File: config.mk
export PLATFORM = sky130hd
export DESIGN_NAME = aoi_pipe_array_flat
export DESIGN_NICKNAME = d
export VERILOG_FILES = /design/src/rtl/aoi_pkg.sv /design/src/rtl/aoi_pipe_array_if.sv /design/src/rtl/aoi_term_reduce.sv /design/src/rtl/aoi_pipe_array.sv /design/src/flat_wrapper.sv
export SDC_FILE = /design/constraint.sdc
export NUM_CORES = 1
export LEC_CHECK = 0
export BUFFER_PORTS_ARGS = -buffer_cell sky130_fd_sc_hd__buf_2
export CAP_MARGIN = 20
export CORE_AREA = 4 4 84 66
export CTS_CLUSTER_DIAMETER = 150
export DETAILED_ROUTE_END_ITERATION = 8
export DIE_AREA = 0 0 88 70
export SYNTH_ARGS = -nofsm -noshare
export SYNTH_HDL_FRONTEND = slang
export SYNTH_HIERARCHICAL = 1
export SYNTH_SLANG_ARGS = --single-unit
export TNS_END_PERCENT = 20
File: constraint.sdc
create_clock -name clk -period 2.25 [get_ports clk]
set_input_delay 0.45 -clock clk [delete_from_list [all_inputs] [get_ports clk]]
set_output_delay 0.45 -clock clk [all_outputs]
set_load 0.02 [all_outputs]
File: src/rtl/aoi_pkg.sv
// Shared types and defaults for the pipelined AND-OR-INVERT array.
package aoi_pkg;

  typedef enum logic [1:0] {
    AOI_M = 2'd0,
    AO_M  = 2'd1,
    OAI_M = 2'd2,
    OA_M  = 2'd3
  } aoi_mode_e;

  localparam int CNT_W_DEF = 16;

  // OAI/OA reduce each term with OR first; AOI/AO reduce with AND.
  function automatic logic mode_is_or(input aoi_mode_e m);
    return (m == OAI_M) || (m == OA_M);
  endfunction

endpackage

File: src/rtl/aoi_pipe_array_if.sv
// Upstream request / downstream result handshake of aoi_pipe_array.
interface aoi_pipe_array_if
  import aoi_pkg::*;
#(
  parameter int GROUPS = 4,
  parameter int TERM_W = 2
);

  logic [GROUPS*TERM_W-1:0] in_data;
  aoi_mode_e                in_mode;
  logic                     in_valid;
  logic                     in_ready;
  logic                     out_y;
  logic                     out_valid;
  logic                     out_ready;

  modport master (
    output in_data, in_mode, in_valid, out_ready,
    input  in_ready, out_y, out_valid
  );

  modport slave (
    input  in_data, in_mode, in_valid, out_ready,
    output in_ready, out_y, out_valid
  );

endinterface

File: src/rtl/aoi_term_reduce.sv
// Per-term first-level reduction: AND of each term, or OR of each term.
module aoi_term_reduce #(
  parameter int TERM_W = 2,
  parameter int GROUPS = 4
) (
  input  logic [GROUPS*TERM_W-1:0] data_i,
  input  logic                     or_class_i,
  output logic [GROUPS-1:0]        p_o
);

  // Reduce every TERM_W-bit slice to one partial bit.
  always_comb begin
    p_o = '0;
    for (int g = 0; g < GROUPS; g++) begin
      if (or_class_i) begin
        p_o[g] = |data_i[g*TERM_W +: TERM_W];
      end else begin
        p_o[g] = &data_i[g*TERM_W +: TERM_W];
      end
    end
  end

endmodule

File: src/rtl/aoi_pipe_array.sv
// Two-stage valid/ready AND-OR-INVERT array with per-transaction mode
// and a saturating count of delivered 1 results.
module aoi_pipe_array
  import aoi_pkg::*;
#(
  parameter int GROUPS = 4,
  parameter int TERM_W = 2,
  parameter int CNT_W  = CNT_W_DEF
) (
  input  logic             clk,
  input  logic             rst,
  aoi_pipe_array_if.slave  bus,
  input  logic             clr_cnt,
  output logic [CNT_W-1:0] cnt_true
);

  logic              s2_adv;
  logic              s1_adv;
  logic              accept;
  logic              deliver;
  logic [GROUPS-1:0] term_p;

  logic              s1_valid_q, s1_valid_d;
  logic [GROUPS-1:0] s1_p_q,     s1_p_d;
  aoi_mode_e         s1_mode_q,  s1_mode_d;
  logic              s2_valid_q, s2_valid_d;
  logic              s2_y_q,     s2_y_d;
  logic [CNT_W-1:0]  cnt_q,      cnt_d;

  aoi_term_reduce #(
    .TERM_W (TERM_W),
    .GROUPS (GROUPS)
  ) u_reduce (
    .data_i     (bus.in_data),
    .or_class_i (mode_is_or(bus.in_mode)),
    .p_o        (term_p)
  );

  always_comb begin
    s2_adv  = !s2_valid_q || bus.out_ready;
    s1_adv  = !s1_valid_q || s2_adv;
    accept  = bus.in_valid && s1_adv;
    deliver = s2_valid_q && bus.out_ready;
  end

  // Data is only captured on accept, so idle-cycle X on in_data never enters the pipe.
  always_comb begin
    s1_valid_d = s1_valid_q;
    s1_p_d     = s1_p_q;
    s1_mode_d  = s1_mode_q;
    if (s1_adv) begin
      s1_valid_d = accept;
      if (accept) begin
        s1_p_d    = term_p;
        s1_mode_d = bus.in_mode;
      end
    end
  end

  always_comb begin
    s2_valid_d = s2_valid_q;
    s2_y_d     = s2_y_q;
    if (s2_adv) begin
      s2_valid_d = s1_valid_q;
      if (s1_valid_q) begin
        case (s1_mode_q)
          AOI_M:   s2_y_d = ~|s1_p_q;
          AO_M:    s2_y_d =  |s1_p_q;
          OAI_M:   s2_y_d = ~&s1_p_q;
          OA_M:    s2_y_d =  &s1_p_q;
          default: s2_y_d = 1'b0;
        endcase
      end
    end
  end

  // Clear wins over a same-cycle increment; the count sticks at all-ones.
  always_comb begin
    cnt_d = cnt_q;
    if (clr_cnt) begin
      cnt_d = '0;
    end else if (deliver && s2_y_q && (cnt_q != {CNT_W{1'b1}})) begin
      cnt_d = cnt_q + {{(CNT_W-1){1'b0}}, 1'b1};
    end
  end

  always_ff @(posedge clk or posedge rst) begin
    if (rst) begin
      s1_valid_q <= 1'b0;
      s1_p_q     <= '0;
      s1_mode_q  <= AOI_M;
      s2_valid_q <= 1'b0;
      s2_y_q     <= 1'b0;
      cnt_q      <= '0;
    end else begin
      s1_valid_q <= s1_valid_d;
      s1_p_q     <= s1_p_d;
      s1_mode_q  <= s1_mode_d;
      s2_valid_q <= s2_valid_d;
      s2_y_q     <= s2_y_d;
      cnt_q      <= cnt_d;
    end
  end

  assign bus.in_ready  = s1_adv;
  assign bus.out_y     = s2_y_q;
  assign bus.out_valid = s2_valid_q;
  assign cnt_true      = cnt_q;

endmodule

File: src/flat_wrapper.sv
// flat-port wrapper written by rule: the top's interface ports become plain ports
module aoi_pipe_array_flat import aoi_pkg::*;
#(
  parameter int GROUPS = 4,
  parameter int TERM_W = 2,
  parameter int CNT_W  = CNT_W_DEF
)
  (clk, rst, clr_cnt, cnt_true, bus_in_data, bus_in_mode, bus_in_valid, bus_out_ready, bus_in_ready, bus_out_y, bus_out_valid);
  aoi_pipe_array_if #(.GROUPS(GROUPS), .TERM_W(TERM_W)) bus_i ();
  input  logic clk;
  input  logic rst;
  input  logic clr_cnt;
  output logic [CNT_W-1:0] cnt_true;
  input wire logic [$bits(bus_i.in_data)-1:0] bus_in_data;
  input wire logic [$bits(bus_i.in_mode)-1:0] bus_in_mode;
  input wire logic [$bits(bus_i.in_valid)-1:0] bus_in_valid;
  input wire logic [$bits(bus_i.out_ready)-1:0] bus_out_ready;
  output wire logic [$bits(bus_i.in_ready)-1:0] bus_in_ready;
  output wire logic [$bits(bus_i.out_y)-1:0] bus_out_y;
  output wire logic [$bits(bus_i.out_valid)-1:0] bus_out_valid;
  assign bus_i.in_data = bus_in_data;
  assign bus_i.in_mode = bus_in_mode;
  assign bus_i.in_valid = bus_in_valid;
  assign bus_i.out_ready = bus_out_ready;
  assign bus_in_ready = bus_i.in_ready;
  assign bus_out_y = bus_i.out_y;
  assign bus_out_valid = bus_i.out_valid;
  aoi_pipe_array #(.GROUPS(GROUPS), .TERM_W(TERM_W), .CNT_W(CNT_W)) u_core (.clk(clk), .rst(rst), .bus(bus_i), .clr_cnt(clr_cnt), .cnt_true(cnt_true));
endmodule
==> flow_metrics.env, run 1 <==
export IMPL_synth_top_family_by_area="simple AND/OR/NAND/NOR gates"
export IMPL_critical_path_class="flop to flop"
export IMPL_drive_above_1_share_pct=36.0
export IMPL_finalSetupViolations=0
export IMPL_numCtsBuffers=3
export IMPL_drtAntennaViolNets=0
export IMPL_slew_headroom_pct=66.1
export IMPL_firstDrtPassIters=4
export IMPL_reg2reg_depth=5
export IMPL_antenna_found_initial=0
export IMPL_combPwrFrac_pct=14.8
export IMPL_clock_latency_ns=0.27
export IMPL_post_cts_buffers=0
export IMPL_fillers=497
export IMPL_core_area_mm2=0.00476
export IMPL_syn_instance_count=130
export IMPL_arrival_ns=1.97
export IMPL_rsz0062_at_grt="false"
export IMPL_muxShareOfSynthArea_pct=5.60
export IMPL_async_reset_ff_share_pct=100
export IMPL_worst_pin_slew_ns=0.505
export IMPL_clock_sinks=25
export IMPL_cts_buffer_depth=2
export IMPL_final_util_pct=34.9
export IMPL_ys_top_cells_by_area="dfrtp_1 (45%), mux2_2 (4.9%), a21oi_1 (4.7%)"
export IMPL_drc=0
export IMPL_synth_simple_area_share_pct=27.4
export IMPL_ios=34
export IMPL_grt_pass1_wl_um=4970
export IMPL_grt_pass1_vias=1020
export IMPL_wl_um=2840
export IMPL_leakagePower_nw=0.737
export IMPL_viasPerCell=5.05
export IMPL_initial_core_util_pct=29.1
export IMPL_fin_crit_ns=1.77
export IMPL_drtIter0Drc=53
export IMPL_synth_flop_cell="dfrtp_1"
export IMPL_min_path_type="input pin to asynchronous set/reset pin"
export IMPL_portBuffers=33
export IMPL_power_per_cell_area_mw_per_mm2=551
export IMPL_synth_distinct_cells=38
export IMPL_dp_hpwl_um=2170
export IMPL_critPathLaunchType="flop"
export IMPL_worstReg2RegStart="u_core/cnt_true[0]"
export IMPL_synth_warnings=6
export IMPL_synth_compound_area_share_pct=14.5
export IMPL_antenna_cells=0
export IMPL_switching_share_pct=27.5
export IMPL_yosys_area_share_adder_pct=4.15
export IMPL_slew_violations=0
export IMPL_grt_max_degree=26
export IMPL_yosysSeqAreaShare_pct=45.1
export IMPL_grtUsageTotal_pct=9.90
export IMPL_grt_overflow=0
export IMPL_p_switching_uw=252
export IMPL_rows=22
export IMPL_avgRoutedWirePerCell_um=12.7
export IMPL_hold_worst_slack_ns=0.203
export IMPL_cp_required_ns=2.45
export IMPL_hold_buffers=0
export IMPL_cts_tree="yes"
export IMPL_dieWidth_um=88
export IMPL_synth_edff_count=0
export IMPL_max_cap_viol_count=0
export IMPL_syn_area_mm2=0.00139
export IMPL_die_area_mm2=0.00616
export IMPL_peakVddDrop_uv=328
export IMPL_p_int_uw=665
export IMPL_seqPwrFrac_pct=55.0
export IMPL_worstPathMaxFanout=9
export IMPL_yosys_area_top_type_share_pct=45.1
export IMPL_p_clk_share_pct=30.2
export IMPL_end_kind="flop"
export IMPL_ys_seq_elements=25
export IMPL_final_nets=181
export IMPL_finalHoldViolCount=0
export IMPL_status="completed"
export IMPL_gp_congestion=0.728
export IMPL_synth_area_per_cell_um2=10.7
export IMPL_syn_num_nets=146
export IMPL_placed_cells=220
export IMPL_fmax_mhz=565
export IMPL_synthXorXnorAreaFrac_pct=1.26
export IMPL_final_setup_tns_ns=0
export IMPL_r2r_end="u_core/cnt_true[13]"
export IMPL_power_total_uw=917
export IMPL_clk_pin_slew_ns=0.09
export IMPL_cts_resized=0
export IMPL_dieHeight_um=70
export IMPL_root_buffer="clkbuf_8"
export IMPL_vias=1132
export IMPL_fin_cells=224
export IMPL_fin_crit_sh_pct=78.7
export IMPL_rrSetupSlack_ns=0.48
export IMPL_htreeDepth=1
export IMPL_synth_largest_area_cell="dfrtp_1"
export IMPL_clock_skew_final_ns=0.00425
export IMPL_syn2layout_area_growth_pct=20.0
[flip-flops by register name, indices dropped and copies added, names as in the netlist]
signal	flops
u_core/s1_valid_q	1
u_core/s1_mode_q	2
u_core/cnt_true	16
u_core/s1_p_q	4
u_core/bus.out_y	1
u_core/bus.out_valid	1
[power by group through the flow]
stage                     clock network, mW  registers (mW)  logic (mW)
after CTS                             0.295           0.505       0.139
after global placement                    0           0.513       0.136
after detailed placement                  0           0.513       0.138
after floorplan                           0           0.520      0.0878
final                                 0.277           0.504       0.136
after global routing                  0.309           0.510       0.153
[kinds of logic (layout without fill, tap and decap cells)]
family	after synthesis	count (layout)
AO/OA/AOI/OAI	31	31
XOR/XNOR	2	2
adder cells (fa/ha/maj)	5	5
buffers and inverters	6	40
flip-flops	25	25
multiplexers	7	7
AND/OR/NAND/NOR	54	54
[cell usage after synthesis (2+ instances only)]
| master | instances |
|---|---|
| dfrtp_1 | 25 |
| a21oi_1 | 13 |
| nand2_1 | 10 |
| or3_1 | 8 |
| nand3_1 | 7 |
| o21ai_0 | 7 |
| mux2_2 | 6 |
| nand2b_1 | 5 |
| o31ai_1 | 5 |
| maj3_2 | 4 |
| nand4_1 | 4 |
| or4_1 | 4 |
| nand4_4 | 3 |
| nor2_1 | 3 |
| clkbuf_1 | 2 |
| inv_1 | 2 |
[cells in the final DEF, fill, tap and decap left out, drive strengths merged]
cell type,instances
a211o,1
nand3,7
maj3,4
a21oi,13
o21bai,1
inv,2
nand2,10
mux2,6
ha,1
o211ai,1
o31ai,5
clkinvlp,1
mux2i,1
buf,34
xnor2,1
or4,4
nor4,2
nor3,2
o21ai,7
nand3b,1
o311ai,1
and3,3
o2111ai,1
clkbuf,3
and4,2
dfrtp,25
a311oi,1
nand2b,5
xor2,1
nor2,3
or3,8
nand4,7
[final cells by class]
type	count	area (µm²)	area share (%)
clock inverters	1	7.51	0.451
clock buffers	3	41.3	2.48
multi-input cells	99	734	44.1
flip-flops and latches	25	626	37.6
well taps	60	75.1	4.51
repair buffers	34	173	10.4
inverters	2	7.51	0.451
[worst max path at each step]
| stage | startpoint | to |
|---|---|---|
| after floorplan | u_core/cnt_true[0] | u_core/cnt_true[14] |
| after global placement | bus_out_ready | u_core/cnt_true[14] |
| after detailed placement | bus_out_ready | u_core/cnt_true[13] |
| after CTS | u_core/cnt_true[0] | u_core/cnt_true[13] |
| after global routing | u_core/cnt_true[0] | u_core/cnt_true[14] |
| final | u_core/cnt_true[0] | u_core/cnt_true[13] |
[worst max-delay path, cell delays in order (launching register included)]
cell	delay, ns
dfrtp_1	0.44
ha_1	0.26
nand3_1	0.19
nor3_2	0.13
or4_1	0.51
a21oi_1	0.16
[metal layers]
metal  GRT usage [%]  wire (µm)
met4            1.53          0
met2            14.2       1160
met3            3.66        261
met1            14.3       1420
met5               0          0
[through the flow]
step / instance area [µm²] / setup WS [ns]
final: 1660 / 0.479
after global routing: 1660 / 0.320
after CTS: 1660 / 0.469
after detailed placement: 1620 / 0.397
after global placement: 1620 / 0.425
after floorplan: 1390 / 0.538
No activity file was read; power rests on OpenSTA's default activity.
==> run 2: changes to the inputs <==
==> constraint.sdc (replaced) <==
create_clock -name clk -period 1.7 [get_ports clk]
set_input_delay 0.34 -clock clk [delete_from_list [all_inputs] [get_ports clk]]
set_output_delay 0.34 -clock clk [all_outputs]
set_load 0.02 [all_outputs]
==> flow_metrics.env, run 2 (synthesized netlist as in run 1, its figures left out) <==
export IMPL_htreeDepth=1
export IMPL_numCtsBuffers=3
export IMPL_hold_buffers=0
export IMPL_drtIter0Drc=24
export IMPL_grt_pass1_wl_um=5420
export IMPL_arrival_ns=1.80
export IMPL_rsz0062_at_grt="true"
export IMPL_peakVddDrop_uv=459
export IMPL_firstDrtPassIters=4
export IMPL_clock_latency_ns=0.27
export IMPL_wl_um=3110
export IMPL_worstPathMaxFanout=5
export IMPL_core_area_mm2=0.00476
export IMPL_layout_common_cells="buf_2 (33), dfrtp_1 (23), buf_4 (16)"
export IMPL_final_util_pct=38.4
export IMPL_grtUsageTotal_pct=10.8
export IMPL_power_total_mw=1.24
export IMPL_antenna_found_initial=0
export IMPL_grt_max_degree=26
export IMPL_grt_overflow=0
export IMPL_fillers=475
export IMPL_largest_register_ffs=16
export IMPL_dieWidth_um=88
export IMPL_ios=34
export IMPL_viasPerCell=4.88
export IMPL_critPathLaunchType="flop"
export IMPL_max_cap_viol_count=0
export IMPL_leakagePower_nw=0.822
export IMPL_fmax_mhz=612
export IMPL_slew_violations=0
export IMPL_slew_headroom_pct=76.3
export IMPL_clock_skew_final_ns=0.00154
export IMPL_gp_congestion=0.751
export IMPL_power_per_cell_area_mw_per_mm2=678
export IMPL_root_buffer="clkbuf_8"
export IMPL_die_area_mm2=0.00616
export IMPL_cts_buffer_depth=2
export IMPL_fin_crit_ns=1.63
export IMPL_fin_crit_sh_pct=96.1
export IMPL_antenna_cells=0
export IMPL_cts_tree="yes"
export IMPL_portBuffers=33
export IMPL_drtAntennaViolNets=0
export IMPL_grt_pass1_vias=1186
export IMPL_clock_sinks=25
export IMPL_critical_path_class="flop to flop"
export IMPL_clk_pin_slew_ns=0.09
export IMPL_final_nets=197
export IMPL_dieHeight_um=70
export IMPL_rows=22
export IMPL_drive_above_1_share_pct=45.6
export IMPL_cp_required_ns=1.87
export IMPL_vias=1170
export IMPL_worst_pin_slew_ns=0.354
export IMPL_status="completed"
export IMPL_final_common_cell="buf_2"
export IMPL_finalSetupViolations=0
export IMPL_initial_core_util_pct=29.1
export IMPL_end_kind="flop"
export IMPL_syn2layout_area_growth_pct=31.9
export IMPL_finalHoldViolCount=0
export IMPL_avgRoutedWirePerCell_um=12.9
export IMPL_drc=0
export IMPL_min_path_type="input pin to asynchronous set/reset pin"
export IMPL_dp_hpwl_um=2410
==> run 2: worst paths after layout <==
kind | start | to | slack (ns) | cells after the start
min in group clk | bus_in_valid | u_core/s1_valid_q | 0.27 | 2
worst min-delay path | rst | u_core/s1_p_q[3] | 0.1 | 3
worst max-delay path | u_core/cnt_true[1] | u_core/cnt_true[2] | 0.07 | 5
max in group asynchronous | rst | u_core/cnt_true[0] | 1.33 | 3
worst max register to register | u_core/cnt_true[1] | u_core/cnt_true[2] | 0.07 | 5
worst min register to register | u_core/s1_p_q[3] | u_core/s1_p_q[3] | 0.52 | 1
==> run 2: layer usage <==
layer / up-vias / wire length (µm) / track usage, %
li1: 597 / - / -
met1: 542 / 1560 / 15.0
met2: 31 / 1320 / 16.6
met3: 0 / 221 / 3.77
met4: 0 / 0 / 1.02
met5: - / 0 / 0
==> run 2: where the power goes <==
group	switching, mW	internal [mW]
combinational	0.111	0.105
clock	0.196	0.164
sequential	0.0297	0.634
total	0.337	0.903
==> run 2: critical path, cell delays in order, from the launching register on <==
cell	delay [ns]
dfrtp_2	0.39
ha_2	0.22
nand3_2	0.14
nor4_4	0.41
nor2_2	0.09
a311oi_1	0.29
==> run 2: what timing repair did <==
item | CTS | global route
endpoints found under the hold margin | 0 | 0
endpoints found under the setup margin | 0 | 8
setup buffers | 0 | 1
resized for setup | 0 | 7
==> run 2: cell type report <==
cell class / count / area (µm²) / area share [%]
repair buffers: 50 / 305 / 16.7
flip-flops and latches: 25 / 628 / 34.3
well taps: 60 / 75.1 / 4.10
inverters: 2 / 7.51 / 0.410
multi-input cells: 99 / 767 / 41.9
clock buffers: 3 / 41.3 / 2.26
clock inverters: 1 / 5.00 / 0.274
==> run 2: metrics by stage <==
step	TNS, ns	setup slack (ns)	instances	area (µm²)	hold slack (ns)
after floorplan	0	0.0279	130	1390	0.367
after global placement	0	0.0841	235	1740	0.410
after detailed placement	0	0.0496	235	1740	0.414
after CTS	0	0.0217	239	1790	0.111
after global routing	-0.00359	-0.00359	240	1830	0.120
final	0	0.0660	240	1830	0.0979
